<file path="config.mk">
export PLATFORM = sky130hd
export DESIGN_NAME = fetch_unit_flat
export DESIGN_NICKNAME = d
export VERILOG_FILES = /design/src/rtl/fetch_unit_if.sv /design/src/rtl/fetch_unit.sv /design/src/flat_wrapper.sv
export SDC_FILE = /design/constraint.sdc
export NUM_CORES = 1
export LEC_CHECK = 0
export BUFFER_PORTS_ARGS = -buffer_cell sky130_fd_sc_hd__buf_2
export CORE_MARGIN = 4
export CORE_UTILIZATION = 45
export DETAILED_ROUTE_END_ITERATION = 16
export GPL_ROUTABILITY_DRIVEN = 0
export HOLD_SLACK_MARGIN = 0.05
export PLACE_DENSITY = 0.66
export SLEW_MARGIN = 20
export SYNTH_ARGS = -nofsm -noshare
export SYNTH_HDL_FRONTEND = slang
export SYNTH_SLANG_ARGS = --single-unit
</file>
<file path="constraint.sdc">
create_clock -name clk -period 11.2 [get_ports clk]
set_clock_uncertainty 0.2 [all_clocks]
set_input_delay 2.24 -clock clk [delete_from_list [all_inputs] [get_ports clk]]
set_output_delay 2.24 -clock clk [all_outputs]
set_load 0.01 [all_outputs]
</file>
<file path="src/rtl/fetch_unit_if.sv">
// Fetch-stage bundle: instruction-memory handshake, redirect from execute and the decode-side
// FIFO head. The fetch unit connects through the master modport.
interface fetch_unit_if;
  logic        imem_req;
  logic [31:0] imem_addr;
  logic        imem_gnt;
  logic        imem_rvalid;
  logic [31:0] imem_rdata;
  logic        redirect;
  logic [31:0] redirect_pc;
  logic        instr_valid;
  logic [31:0] instr;
  logic [31:0] instr_pc;
  logic        instr_ready;

  modport master (
    output imem_req, imem_addr, instr_valid, instr, instr_pc,
    input  imem_gnt, imem_rvalid, imem_rdata, redirect, redirect_pc, instr_ready
  );

  modport slave (
    input  imem_req, imem_addr, instr_valid, instr, instr_pc,
    output imem_gnt, imem_rvalid, imem_rdata, redirect, redirect_pc, instr_ready
  );
endinterface

</file>
<file path="src/rtl/fetch_unit.sv">
// Instruction fetch: PC register, single-outstanding imem reads, and a small {pc, word} FIFO
// feeding decode. A redirect reloads the PC, empties the FIFO and drops any in-flight word.
module fetch_unit #(
  parameter logic [31:0] RESET_PC = 32'h0000_0000,
  parameter int unsigned DEPTH    = 2
) (
  input logic          clk,
  input logic          reset,
  fetch_unit_if.master bus
);
  localparam int unsigned PtrW = $clog2(DEPTH);
  localparam int unsigned CntW = $clog2(DEPTH + 1);
  localparam logic [CntW-1:0] Full = CntW'(DEPTH);

  typedef enum logic [1:0] {StIdle, StReq, StWait, StDrop} state_e;

  state_e          state_q, state_d;
  logic [31:0]     fetch_pc_q, fetch_pc_d;
  logic [31:0]     flight_pc_q, flight_pc_d;
  logic [PtrW-1:0] rd_ptr_q, rd_ptr_d, wr_ptr_q, wr_ptr_d;
  logic [CntW-1:0] count_q, count_d;
  logic [31:0]     pc_mem_q   [DEPTH];
  logic [31:0]     word_mem_q [DEPTH];
  logic            granted, push, pop;
  logic            unused_pc_bits;

  assign unused_pc_bits = ^bus.redirect_pc[1:0];

  always_comb begin
    granted = (state_q == StReq) && bus.imem_gnt;
    push    = (state_q == StWait) && bus.imem_rvalid && !bus.redirect;
    pop     = (count_q != '0) && bus.instr_ready;
  end

  // A redirect empties the FIFO outright, so a coincident pop has no effect.
  always_comb begin
    rd_ptr_d = rd_ptr_q;
    wr_ptr_d = wr_ptr_q;
    count_d  = count_q;
    if (bus.redirect) begin
      rd_ptr_d = '0;
      wr_ptr_d = '0;
      count_d  = '0;
    end else begin
      if (push) wr_ptr_d = wr_ptr_q + 1'b1;
      if (pop)  rd_ptr_d = rd_ptr_q + 1'b1;
      count_d = count_q + CntW'(push) - CntW'(pop);
    end
  end

  always_comb begin
    fetch_pc_d  = fetch_pc_q;
    flight_pc_d = flight_pc_q;
    if (granted) begin
      flight_pc_d = fetch_pc_q;
      fetch_pc_d  = fetch_pc_q + 32'd4;
    end
    if (bus.redirect) fetch_pc_d = {bus.redirect_pc[31:2], 2'b00};
  end

  always_comb begin
    state_d = state_q;
    if (bus.redirect) begin
      unique case (state_q)
        StIdle:  state_d = StReq;
        StReq:   state_d = bus.imem_gnt ? StDrop : StReq;
        StWait:  state_d = bus.imem_rvalid ? StReq : StDrop;
        StDrop:  state_d = bus.imem_rvalid ? StReq : StDrop;
        default: state_d = StIdle;
      endcase
    end else begin
      unique case (state_q)
        StIdle:  if (count_q < Full) state_d = StReq;
        StReq:   if (bus.imem_gnt) state_d = StWait;
        StWait:  if (bus.imem_rvalid) state_d = (count_d < Full) ? StReq : StIdle;
        StDrop:  if (bus.imem_rvalid) state_d = StReq;
        default: state_d = StIdle;
      endcase
    end
  end

  always_comb begin
    bus.imem_req    = (state_q == StReq);
    bus.imem_addr   = fetch_pc_q;
    bus.instr_valid = (count_q != '0);
    bus.instr       = word_mem_q[rd_ptr_q];
    bus.instr_pc    = pc_mem_q[rd_ptr_q];
  end

  always_ff @(posedge clk) begin
    if (reset) begin
      state_q <= StIdle;
    end else begin
      state_q <= state_d;
    end
  end

  always_ff @(posedge clk) begin
    if (reset) begin
      fetch_pc_q  <= RESET_PC;
      flight_pc_q <= RESET_PC;
      rd_ptr_q    <= '0;
      wr_ptr_q    <= '0;
      count_q     <= '0;
    end else begin
      fetch_pc_q  <= fetch_pc_d;
      flight_pc_q <= flight_pc_d;
      rd_ptr_q    <= rd_ptr_d;
      wr_ptr_q    <= wr_ptr_d;
      count_q     <= count_d;
    end
  end

  // Storage needs no reset: entries are only observed while count is non-zero.
  always_ff @(posedge clk) begin
    if (!reset && push) begin
      pc_mem_q[wr_ptr_q]   <= flight_pc_q;
      word_mem_q[wr_ptr_q] <= bus.imem_rdata;
    end
  end
endmodule

</file>
<file path="src/flat_wrapper.sv">
// flat-port wrapper written by rule: the top's interface ports become plain ports
module fetch_unit_flat 
#(
  parameter logic [31:0] RESET_PC = 32'h0000_0000,
  parameter int unsigned DEPTH    = 2
)
  (clk, reset, bus_imem_req, bus_imem_addr, bus_instr_valid, bus_instr, bus_instr_pc, bus_imem_gnt, bus_imem_rvalid, bus_imem_rdata, bus_redirect, bus_redirect_pc, bus_instr_ready);
  fetch_unit_if bus_i ();
  input logic clk;
  input logic reset;
  output wire logic [$bits(bus_i.imem_req)-1:0] bus_imem_req;
  output wire logic [$bits(bus_i.imem_addr)-1:0] bus_imem_addr;
  output wire logic [$bits(bus_i.instr_valid)-1:0] bus_instr_valid;
  output wire logic [$bits(bus_i.instr)-1:0] bus_instr;
  output wire logic [$bits(bus_i.instr_pc)-1:0] bus_instr_pc;
  input wire logic [$bits(bus_i.imem_gnt)-1:0] bus_imem_gnt;
  input wire logic [$bits(bus_i.imem_rvalid)-1:0] bus_imem_rvalid;
  input wire logic [$bits(bus_i.imem_rdata)-1:0] bus_imem_rdata;
  input wire logic [$bits(bus_i.redirect)-1:0] bus_redirect;
  input wire logic [$bits(bus_i.redirect_pc)-1:0] bus_redirect_pc;
  input wire logic [$bits(bus_i.instr_ready)-1:0] bus_instr_ready;
  assign bus_imem_req = bus_i.imem_req;
  assign bus_imem_addr = bus_i.imem_addr;
  assign bus_instr_valid = bus_i.instr_valid;
  assign bus_instr = bus_i.instr;
  assign bus_instr_pc = bus_i.instr_pc;
  assign bus_i.imem_gnt = bus_imem_gnt;
  assign bus_i.imem_rvalid = bus_imem_rvalid;
  assign bus_i.imem_rdata = bus_imem_rdata;
  assign bus_i.redirect = bus_redirect;
  assign bus_i.redirect_pc = bus_redirect_pc;
  assign bus_i.instr_ready = bus_instr_ready;
  fetch_unit #(.RESET_PC(RESET_PC), .DEPTH(DEPTH)) u_core (.clk(clk), .reset(reset), .bus(bus_i));
endmodule
</file>
==> results.txt <==
Outcome: finished, final reports clean
Later-pin clock latency in the skew report: 0.42 ns
Post-synthesis sequential area ratio: 0.656
Top_reg_cell synth: edfxtp_1
P per Cell Area: 151 nW/um2
LEAKAGE: 0.00342 uW
Share of cells above drive strength 1: 0.343
Vias in the first global route: 5508
Final max-slew violation count: 0
Largest family of logic cells by synthesized area: simple AND/OR/NAND/NOR gates
Area of placed instances: 8690 um2
DR vias/cell: 5.50
Hold violation count in the final report: 0
Maximum VDD drop: 0.115 mV
TNS Setup: 0 ns
Post-Synth Simple-Gate Area: 0.125
Die ar.: 19300 um2
Top post-synthesis cells by area: edfxtp_1, dfxtp_1, mux2_2
# Max-Cap Violations: 0
Count of hold-fix buffers inserted at cts: 0
Worst slew pin tran: 0.886 ns
Synth cell types: 53
First-pass GRT wire length: 28600 um
Die Y: 139 um
Post-CTS Setup Inserts: 0
Placed wire-length estimate: 11700 um
Critical path required time: 8.76 ns
RSZ-0062 raised after global routing: false
Clk root buf: clkbuf_16
Min-delay src: u_core.flight_pc_q[2]
Synthesized instance count: 612
Worst R2R Start: u_core.bus.imem_addr[4]
Initial DRT Pass Iterations: 7
Hold Slack: 0.252 ns
CP max FO: 62
Fin crit share: 0.397
CP arrival: 2.01 ns
Fin worst setup slack: 6.75 ns
HP Class: flip-flop to flip-flop
Final nets: 832
Adder-cell share of the synthesized area: 0.00486
Post-Route WL: 18000 um
Number of remaining DRC errors: 0
CTS clock-pin slew for the worst setup and hold paths: 0.06 ns
Total CTS buffers: 17
Initial Util: 0.462
Util after Layout: 0.552
Core area: 16700 um2
Type of destination of the critical path: output port
Tmin final: 4.45 ns
Routed vias: 5456
Number of synthesized flops with an enable pin: 124
Final Cell Area: 9220 um2
Startpoint types: flip-flop
WL/cell: 18.1 um
Ys Warns: 0
CTS resizes: 0
Gr ovfl total: 0
All-Layer GR Usage: 0.185
Area growth, synth to finish: 19.4%
Post-synthesis async set-or-reset flop share: 0
Htree depth: 4
Num ports: 168
Synthesized area per cell: 12.6 um2
Placement Setup Slack: 6.50 ns
Max clock buf depth: 2
Post-synthesis compound-gate area fraction: 0.0812
WS Path Type: flip-flop to output port
Final setup vio count: 0
Num rows: 47
Die width: 139 um
Initial DRC count: 357
#FFs+latches synth: 191
Synthesized cell area: 7720 um2
XOR/XNOR share of the synthesized area: 0.0136
Multiplexer share of the synthesized area: 0.0904
Peak Freq: 0.225 GHz
Largest net degree at the start of global routing: 63
Buffers on Ports: 161
Slew headroom: 0.409
Initial antenna violation count: 0
Post-synth top area share: 0.482
Post-route ant nets: 0
Ant diodes: 0
CTS tree: done
Dominant cell type by area after synthesis: edfxtp_1
Clock Sinks: 191
[cells in the mapped netlist (2+ instances only)]
cell,number
edfxtp_1,124
nand2_1,81
dfxtp_1,67
mux2_2,62
a21oi_1,36
clkbuf_1,35
nor2_1,30
nand3_1,17
or4_1,13
a311oi_1,12
nand4_1,11
inv_1,10
o21ai_0,10
nor4_1,8
o31ai_1,7
a211oi_1,6
and3_1,6
xnor2_1,6
xor2_1,6
or3_1,5
and2_1,4
buf_4,4
nor3_1,4
a31oi_1,3
and4_1,3
ha_1,3
o31a_1,3
or2_2,3
a2111oi_0,2
a221oi_1,2
a32oi_1,2
buf_2,2
nand2b_1,2
o2111ai_1,2
o21a_1,2
o311a_1,2
[area by class of cell]
cell class,instances,area (um2)
repair buffers,168,858
well taps,220,275
fillers,1474,7480
inverters,10,37.5
multi-input cells,371,2460
clock inverters,13,92.6
clock buffers,19,433
flip-flops and latches,191,5070
[power by group]
group          internal (uW)  switching, uW  total (uW)  leakage [uW]
registers                761           20.4         781       0.00174
clock network            284            253         537      0.000249
logic                   31.2           45.6        76.8       0.00143
[cells by family after synthesis]
family,count (synthesis)
AOI/OAI and AO/OA,94
buffers and inverters,53
adders and majority gates,3
DFF,191
and+or+nand+nor,196
xor gates and xnor gates,12
muxes,62
other,1
[stage by stage]
stage               power (uW)  std cells
floorplan                  834        615
global placement           868        960
detailed placement         873        960
CTS                       1410        992
global route              1450        992
finish                    1400        992
[layout by cell type (no fill, tap or decap), types with 4 or more instances in the layout]
cell type / count
buf_4: 7
and2_1: 4
o31ai_1: 7
buf_2: 161
a311oi_1: 12
clkbuf_16: 17
nor2_1: 30
a21oi_1: 36
or4_1: 13
a211oi_1: 6
and3_1: 5
nor3_1: 4
nor4_1: 7
xor2_1: 6
nand3_1: 17
inv_1: 10
xnor2_1: 6
o21ai_0: 10
nand4_1: 11
mux2_2: 62
or3_1: 5
clkinv_4: 4
nand2_1: 81
conb_1: 4
edfxtp_1: 124
dfxtp_1: 66
[critical path, cell delays in order (launching register included)]
cell and delay, ns:
dfxtp_2 0.31, buf_4 0.67, mux2_2 0.42, buf_2 0.15
[registers in the layout, summed over array words and instances, names as in the netlist, named ones only]
| register | flops |
|---|---|
| u_core.count_q | 2 |
| u_core.pc_mem_q | 60 |
| u_core.flight_pc_q | 30 |
| u_core.state_q | 2 |
| u_core.wr_ptr_q | 1 |
| u_core.rd_ptr_q | 1 |
| u_core.bus.imem_addr | 30 |
| u_core.word_mem_q | 64 |
[worst paths after layout]
path                                    to  slack (ns)  cells after the start
hold reg to reg      u_core.pc_mem_q[1][2]        0.25                      0
setup / recovery          bus_instr_pc[31]        6.75                      3
hold / removal       u_core.pc_mem_q[1][2]        0.25                      0
setup reg to reg  u_core.bus.imem_addr[23]        8.43                      4
[routing by layer]
metal | up-vias | global-route usage | share of wire
met5 | - | 0 | 0
met4 | 0 | 0.0582 | 0.013
li1 | 2590 | - | -
met1 | 2622 | 0.235 | 0.43
met2 | 223 | 0.310 | 0.49
met3 | 21 | 0.0483 | 0.066
Power figures use the tool's default switching activity.
